**src/rtl/alu_pkg.sv**
```systemverilog
// Shared definitions for the byte-serial ALU and its host-side transaction sequencer:
// precision and op codes, ui_in bit-field positions and the sequencer state encoding.
package alu_pkg;

  typedef enum logic [1:0] {
    PREC_8   = 2'b00,
    PREC_16  = 2'b01,
    PREC_32  = 2'b10,
    PREC_ILL = 2'b11
  } prec_e;

  typedef enum logic [2:0] {
    OP_ADD = 3'd0,
    OP_SUB = 3'd1,
    OP_AND = 3'd2,
    OP_OR  = 3'd3,
    OP_XOR = 3'd4,
    OP_SHL = 3'd5,
    OP_SHR = 3'd6,
    OP_CMP = 3'd7
  } op_e;

  localparam int PREC_MSB = 7;
  localparam int OP_LSB   = 3;
  localparam int LOAD_BIT = 2;
  localparam int RSEL_LSB = 0;

  typedef enum logic [2:0] {
    ST_IDLE    = 3'd0,
    ST_ARM     = 3'd1,
    ST_LOAD_A  = 3'd2,
    ST_LOAD_B  = 3'd3,
    ST_COMPUTE = 3'd4,
    ST_READ    = 3'd5,
    ST_RESP    = 3'd6
  } seq_state_e;

  typedef struct packed {
    prec_e       prec;
    op_e         op;
    logic [31:0] a;
    logic [31:0] b;
  } seq_cmd_t;

  // Index of the last operand/result byte for a legal precision (N-1).
  function automatic logic [1:0] last_byte(input prec_e prec);
    case (prec)
      PREC_8:  return 2'd0;
      PREC_16: return 2'd1;
      default: return 2'd3;
    endcase
  endfunction

  function automatic logic [7:0] pack_ui(input prec_e prec, input op_e op,
                                         input logic load, input logic [1:0] rsel);
    logic [7:0] ui;
    ui                   = 8'h00;
    ui[PREC_MSB -: 2]    = prec;
    ui[OP_LSB +: 3]      = op;
    ui[LOAD_BIT]         = load;
    ui[RSEL_LSB +: 2]    = rsel;
    return ui;
  endfunction

endpackage

```
**src/rtl/alu_seq_perf.sv**
```systemverilog
// Saturating transaction counters for the ALU sequencer; only built when ALU_SEQ_PERF_EN is defined.
module alu_seq_perf #(
  parameter int TXN_W = 16,
  parameter int ERR_W = 8
) (
  input  logic             clk,
  input  logic             rst_n,
  input  logic             txn_done,
  input  logic             err_done,
  output logic [TXN_W-1:0] perf_txn,
  output logic [ERR_W-1:0] perf_err
);

  always_ff @(posedge clk or negedge rst_n) begin
    if (!rst_n) begin
      perf_txn <= '0;
      perf_err <= '0;
    end else begin
      if (txn_done && (perf_txn != '1)) perf_txn <= perf_txn + TXN_W'(1);
      if (err_done && (perf_err != '1)) perf_err <= perf_err + ERR_W'(1);
    end
  end

endmodule

```
**src/rtl/alu_txn_sequencer.sv**
```systemverilog
// Host-side sequencer for the byte-serial ALU: streams one command in, reads the result back.
// Define ALU_SEQ_PERF_EN to add the perf_txn / perf_err transaction counters.
module alu_txn_sequencer
  import alu_pkg::*;
#(
  parameter int unsigned COMPUTE_CYCLES = 2
) (
  input  logic        clk,
  input  logic        rst_n,
  input  logic        cmd_valid,
  output logic        cmd_ready,
  input  logic [1:0]  cmd_prec,
  input  logic [2:0]  cmd_op,
  input  logic [31:0] cmd_a,
  input  logic [31:0] cmd_b,
  output logic [7:0]  alu_ui,
  output logic [7:0]  alu_byte,
  input  logic [7:0]  alu_uo,
  input  logic [3:0]  alu_flags,
  output logic        rsp_valid,
  input  logic        rsp_ready,
  output logic [31:0] rsp_result,
  output logic [3:0]  rsp_flags,
`ifdef ALU_SEQ_PERF_EN
  output logic [15:0] perf_txn,
  output logic [7:0]  perf_err,
`endif
  output logic        rsp_err
);

  localparam logic [3:0] COMP_LAST = 4'(COMPUTE_CYCLES - 1);

  seq_state_e  state, state_nxt;
  seq_cmd_t    cmd_q;
  logic [1:0]  byte_cnt;
  logic [3:0]  comp_cnt;
  logic [1:0]  last_k;
  logic        accept;
  logic        busy;
  logic        load;
  logic [1:0]  rsel;
  logic [31:0] result_q;
  logic [3:0]  flags_q;
  logic        err_q;

  assign last_k = last_byte(cmd_q.prec);
  assign accept = cmd_valid && cmd_ready;

  // NOTE: sequential state uses non-blocking assignments so every flop samples pre-edge values.
  always_ff @(posedge clk or negedge rst_n) begin
    if (!rst_n) state <= ST_IDLE;
    else        state <= state_nxt;
  end

  always_comb begin
    // NOTE: every output of a combinational block gets a default first, so no latch is inferred.
    state_nxt = state;
    unique case (state)
      ST_IDLE:    if (cmd_valid) state_nxt = (prec_e'(cmd_prec) == PREC_ILL) ? ST_RESP : ST_ARM;
      ST_ARM:     state_nxt = ST_LOAD_A;
      ST_LOAD_A:  if (byte_cnt == last_k) state_nxt = ST_LOAD_B;
      ST_LOAD_B:  if (byte_cnt == last_k) state_nxt = ST_COMPUTE;
      ST_COMPUTE: if (comp_cnt == COMP_LAST) state_nxt = ST_READ;
      ST_READ:    if (byte_cnt == last_k) state_nxt = ST_RESP;
      ST_RESP:    if (rsp_ready) state_nxt = ST_IDLE;
      default:    state_nxt = ST_IDLE;
    endcase
  end

  // The last COMPUTE cycle drops load so the ALU parks in idle once its final step is done.
  always_comb begin
    cmd_ready = (state == ST_IDLE);
    rsp_valid = (state == ST_RESP);
    busy      = 1'b0;
    load      = 1'b0;
    rsel      = 2'd0;
    alu_byte  = 8'h00;
    case (state)
      ST_ARM: begin
        busy = 1'b1;
        load = 1'b1;
      end
      ST_LOAD_A: begin
        busy     = 1'b1;
        load     = 1'b1;
        alu_byte = cmd_q.a[{byte_cnt, 3'b000} +: 8];
      end
      ST_LOAD_B: begin
        busy     = 1'b1;
        load     = 1'b1;
        alu_byte = cmd_q.b[{byte_cnt, 3'b000} +: 8];
      end
      ST_COMPUTE: begin
        busy = 1'b1;
        load = (comp_cnt != COMP_LAST);
      end
      ST_READ: begin
        busy = 1'b1;
        rsel = byte_cnt;
      end
      default: ;
    endcase
    alu_ui = busy ? pack_ui(cmd_q.prec, cmd_q.op, load, rsel) : 8'h00;
  end

  // Counters restart on every state change; result bytes above N stay at the zero loaded on accept.
  always_ff @(posedge clk or negedge rst_n) begin
    if (!rst_n) begin
      cmd_q    <= '0;
      byte_cnt <= 2'd0;
      comp_cnt <= 4'd0;
      result_q <= 32'h0;
      flags_q  <= 4'h0;
      err_q    <= 1'b0;
    end else begin
      byte_cnt <= (state_nxt != state) ? 2'd0 : byte_cnt + 2'd1;
      comp_cnt <= (state == ST_COMPUTE && state_nxt == ST_COMPUTE) ? comp_cnt + 4'd1 : 4'd0;
      if (accept) begin
        cmd_q.prec <= prec_e'(cmd_prec);
        cmd_q.op   <= op_e'(cmd_op);
        cmd_q.a    <= cmd_a;
        cmd_q.b    <= cmd_b;
        result_q   <= 32'h0;
        flags_q    <= 4'h0;
        err_q      <= (prec_e'(cmd_prec) == PREC_ILL);
      end
      if (state == ST_READ) begin
        result_q[{byte_cnt, 3'b000} +: 8] <= alu_uo;
        if (byte_cnt == 2'd0) flags_q <= alu_flags;
      end
    end
  end

  assign rsp_result = result_q;
  assign rsp_flags  = flags_q;
  assign rsp_err    = err_q;

`ifdef ALU_SEQ_PERF_EN
  alu_seq_perf #(
    .TXN_W(16),
    .ERR_W(8)
  ) u_perf (
    .clk      (clk),
    .rst_n    (rst_n),
    .txn_done (rsp_valid && rsp_ready && !err_q),
    .err_done (rsp_valid && rsp_ready && err_q),
    .perf_txn (perf_txn),
    .perf_err (perf_err)
  );
`endif

endmodule
```
**config.mk**
```make
export PLATFORM = sky130hd
export DESIGN_NAME = alu_txn_sequencer
export DESIGN_NICKNAME = d
export VERILOG_FILES = /design/src/rtl/alu_pkg.sv /design/src/rtl/alu_seq_perf.sv /design/src/rtl/alu_txn_sequencer.sv
export SDC_FILE = /design/constraint.sdc
export NUM_CORES = 1
export LEC_CHECK = 0
export CAP_MARGIN = 20
export CELL_PAD_IN_SITES_DETAIL_PLACEMENT = 0
export CELL_PAD_IN_SITES_GLOBAL_PLACEMENT = 1
export CORE_UTILIZATION = 35
export CTS_CLUSTER_DIAMETER = 100
export CTS_CLUSTER_SIZE = 25
export DETAILED_ROUTE_END_ITERATION = 10
export DONT_BUFFER_PORTS = 1
export PLACE_DENSITY_LB_ADDON = 0.1
export SETUP_SLACK_MARGIN = 0.02
export SYNTH_ARGS = -nofsm -noshare
export SYNTH_HDL_FRONTEND = slang
export SYNTH_SLANG_ARGS = --single-unit
```
**constraint.sdc**
```tcl
create_clock -name clk -period 5.1 [get_ports clk]
set_input_delay 1.53 -clock clk [delete_from_list [all_inputs] [get_ports clk]]
set_output_delay 1.53 -clock clk [all_outputs]
set_load 0.01 [all_outputs]
```
; ---- Word-level counts from Yosys, hierarchy flattened
; Cells that the tools add are included.
[classes]
add_sub_neg = 3
multipliers = 0
div_mod_pow = 0
order_cmp = 0
n_eq_ne = 13
shift = 4
mux = 22
bitwise = 0
reduce_logical = 7
[ops]
columns = operator, count
row1 = $mux W32, 2
row2 = $shiftx A32 B6 Y8, 2
row3 = $bwmux W32, 1
row4 = $shift A8 B7 Y32 const A, 1
row5 = $shiftx A8 B7 Y32, 1
row6 = $mux W3, 7
row7 = $pmux W3 S7, 1
row8 = $mux W4, 4
row9 = $pmux W8 S2, 1
row10 = $eq A3 B3 Y1 const B, 4
row11 = $mux W8, 1
row12 = $neg A5 Y7, 1
row13 = $eq A3 B2 Y1 const B, 2
row14 = $reduce_or A5 Y1, 1
row15 = $add A4 B1 Y4 const B, 1
row16 = $eq A4 B1 Y1 const B, 1
row17 = $logic_not A2 Y1, 2
row18 = $mux W2, 2
row19 = $ne A4 B1 Y1 const B, 1
row20 = $pmux W2 S2, 1
row21 = $eq A3 B1 Y1 const B, 1
row22 = $logic_not A3 Y1, 1
row23 = $ne A3 B3 Y1, 1
row24 = $reduce_or A3 Y1, 1
row25 = other kinds (7), 8
[totals]
ff_bits = 115
latchBits = 0
mem_bits_rw = 0
mem_bits_ro = 0
inputBits = 85
n_memories = 0

; ---- Longest topological paths before layout
[logic_depth]
depth_word = 8
ltp_mapped = 9
depth_no_buf = 6

; ---- Worst setup path after synthesis
; OpenSTA, ideal clock, no wires.
[synth_timing]
kind = flip-flop to output port
start = reg state[2]
end = out alu_byte[0]
arrival_ns = 1.502
required_time_ns = 3.570
setup_slack_ns = 2.068
stages_incl_launch_ff = 8
path_cell_list = dfrtp_1 -> buf_6 -> nand3b_1 -> buf_6 -> buf_12 -> mux4_2 -> nand2_1 -> a21oi_1
[synth_via]
elab_chain_len = 2
word_cells_on_any_way = 3
cone_classes = eq/ne (2) / mux (1)
[synth_lines]
columns = item, line_no
row1 = start: declaration, alu_txn_sequencer.sv:33  ; seq_state_e state, state_nxt;
row2 = start signal: assignment, alu_txn_sequencer.sv:52  ; else state <= state_nxt;
row3 = $eq A3 B2 Y1, alu_txn_sequencer.sv:78  ; case (state)
row4 = $pmux W8 S2 *, alu_txn_sequencer.sv:78
row5 = end: declaration, alu_txn_sequencer.sv:17  ; output logic [7:0] alu_byte,
; Every way passes the cells marked *; elsewhere a longest branch is shown, timed or not.

; ---- Worst setup path after layout
[layout_timing]
start = reg state[2]
end = out alu_byte[7]
; The elaborated chain is that of the path after synthesis.

==> run metrics <==
Final ANT Viol Nets=0; vias per cell=5.064; FMAX=0.2527 GHz; Hold Crit Class=flop to flop; relative slew slack=29.86%; GP Congestion=0.7937; vias in the first global route=3806; post-CTS sizing=0; layout cells sized above 1=7.623%; Worst-path clk slew=0.05 ns; Worst EP arrival=2.43 ns; drt wl/cell=18.58 um; Final Cycle Share=77.60%; largest cells by area after synthesis=dfrtp_1, nand2_1, mux4_2; status=finished clean; Max Root-Sink Buffers=2; CTS tree=yes; Synthesized Nets=642; clk_lat worst skew=0.41 ns; nets=632; FP Rows=44; Crit Path Max Fanout=19; register area=0.002878 sq mm; 1st-iter DRT viols=190; Min Clock Period, post-route=3.958 ns; Finished Layout Cells=736; DRT Wirelength=13.68 mm; Starting Density=36.08%; Worst Setup End Kind=output port; GR Overflow Total=0; leak pwr=2.904 nW; hold violation count in the final report=0; power density over the cells=617.5 mW/mm^2; die width=124.6 um; worst path required time=3.57 ns; Layout area overhead=12.27%; Clock Skew=0.006603 ns; final setup fails=0; Synth Register Bits=115; MaxCap Viol Count=0; post-DP HPWL=9.604 mm; Buffers on Ports=0; global-route wire length before repair=21.91 mm; Slew Viols, Final=0; cts hold-fix bufs=0; Startpoint Class=flop; largest net degree at the start of global routing=116; slew of the pin with the lowest slew margin=1.050 ns; GRT Total Usage=18.79%; clk root buf=clkbuf_16; share of synthesized flip-flops with an asynchronous set or reset=100.0%; Chip Height=124.6 um; postcts setup bufs=0; DRC violations left=0; Clock Sinks=115; IO Pins=140; EDFF count, synth=0; FILL cells=1449; setup TNS=0 ns; 1st-pass router iterations=4; maximum vdd ir drop=0.0002382 V; routed vias=3727; Netlist cell types=36; RSZ-0062 raised after global routing=false; syn avg cell area=9.571 sq um; post-synth top area share=54.67%; Syn Std Cell Area=0.005264 sq mm; die area=0.01553 sq mm; H-tree Lvls=4; Core Area=0.01459 sq mm; yosys warns=0; synth cell count leaders=nand2_1, dfrtp_1, nand3_1; CTS buffer count=17; Worst Hold Slack=0.4670 ns; most frequent cell after synthesis=nand2_1; multi-input logic area=0.002193 sq mm; sequential area share after synthesis=54.67%; Final Core Density=40.51%; placed cells=704; dominant synthesized flop cell=dfrtp_1; r2r setup slk=2.02 ns; initial antenna violation count=1; Yosys top cell by area=dfrtp_1; Gate Count Post-Synth=550; critical setup path kind=flop to output port
==> path summary, 6_finish.rpt <==
path	endpoint	startpoint	depth (start not counted)
hold reg to reg	cmd_q[65]	cmd_q[65]	2
setup reg to reg	rsp_result[17]	byte_cnt[0]	5
max in group asynchronous	cmd_q[6]	rst_n	0
hold / removal	cmd_q[65]	cmd_q[65]	2
setup / recovery	alu_byte[7]	state[2]	5
min in group asynchronous	state[1]	rst_n	0
==> layer usage <==
metal,up-vias,global-route usage (%),wire length (um)
met2,105,29.31,6426
li1,1803,-,-
met5,-,0,0
met4,0,7.300,287
met1,1799,23.86,6007
met3,20,6.529,953
==> area by class of cell <==
class	count	area share, %
Sequential cell	115	48.70
Multi-Input combinational cell	398	37.12
Clock buffer	24	8.152
Tap cell	184	3.896
Timing Repair Buffer	5	0.9740
Clock inverter	6	0.9316
Inverter	3	0.1906
Antenna cell	1	0.04235
==> worst max-delay path, stage by stage, from the launching register on <==
cell and delay, ns:
dfrtp_1 0.67, nand3b_1 0.33, buf_8 0.22, mux4_1 0.57
nand2_1 0.08, a21oi_1 0.13
==> placed cells by master (no fill, tap or decap), types with 2 or more instances in the layout <==
master	count
clkbuf_8	3
mux4_1	7
nor2_1	8
inv_1	2
xnor2_1	3
nand2b_1	3
clkbuf_1	4
o21ai_0	20
buf_4	3
a22o_1	16
nor3_1	4
clkbuf_16	17
a22oi_1	3
and2_1	7
a21oi_1	12
clkinv_2	5
ha_1	7
dfrtp_1	115
nor3b_1	3
nand2_1	251
mux4_2	9
nor2b_1	2
and3_1	4
nand3_1	25
nand3b_1	3
==> power by group <==
part / internal [mW] / switching (mW)
Combinational: 0.430 / 0.592
Sequential: 1.23 / 0.305
Clock: 0.697 / 0.393
==> kinds of logic after synthesis <==
| logic type | share of synthesized area [%] |
|---|---|
| buffers and inverters | 3.661 |
| DFF | 54.67 |
| xor gates and xnor gates | 0.4993 |
| muxes | 7.345 |
| AOI/OAI and AO/OA | 7.060 |
| adders and majority gates | 1.664 |
| and+or+nand+nor | 25.10 |
==> state kept, by name, summed over array words and instances (netlist names) <==
signal,count
byte_cnt,2
rsp_err,1
rsp_result,32
rsp_flags,4
state,3
comp_cnt,4
cmd_q,69
==> per-stage QoR <==
step | instance area [sq um] | power [mW] | setup slack (ns)
6_report | 5909 | 3.649 | 1.142
4_1_cts | 5892 | 3.700 | 0.5728
3_3_place_gp | 5355 | 2.578 | 1.077
3_5_place_dp | 5355 | 2.598 | 1.029
2_1_floorplan | 5264 | 2.311 | 2.068
5_1_grt | 5909 | 3.924 | 0.9898
No activity file was read; power rests on OpenSTA's default activity.
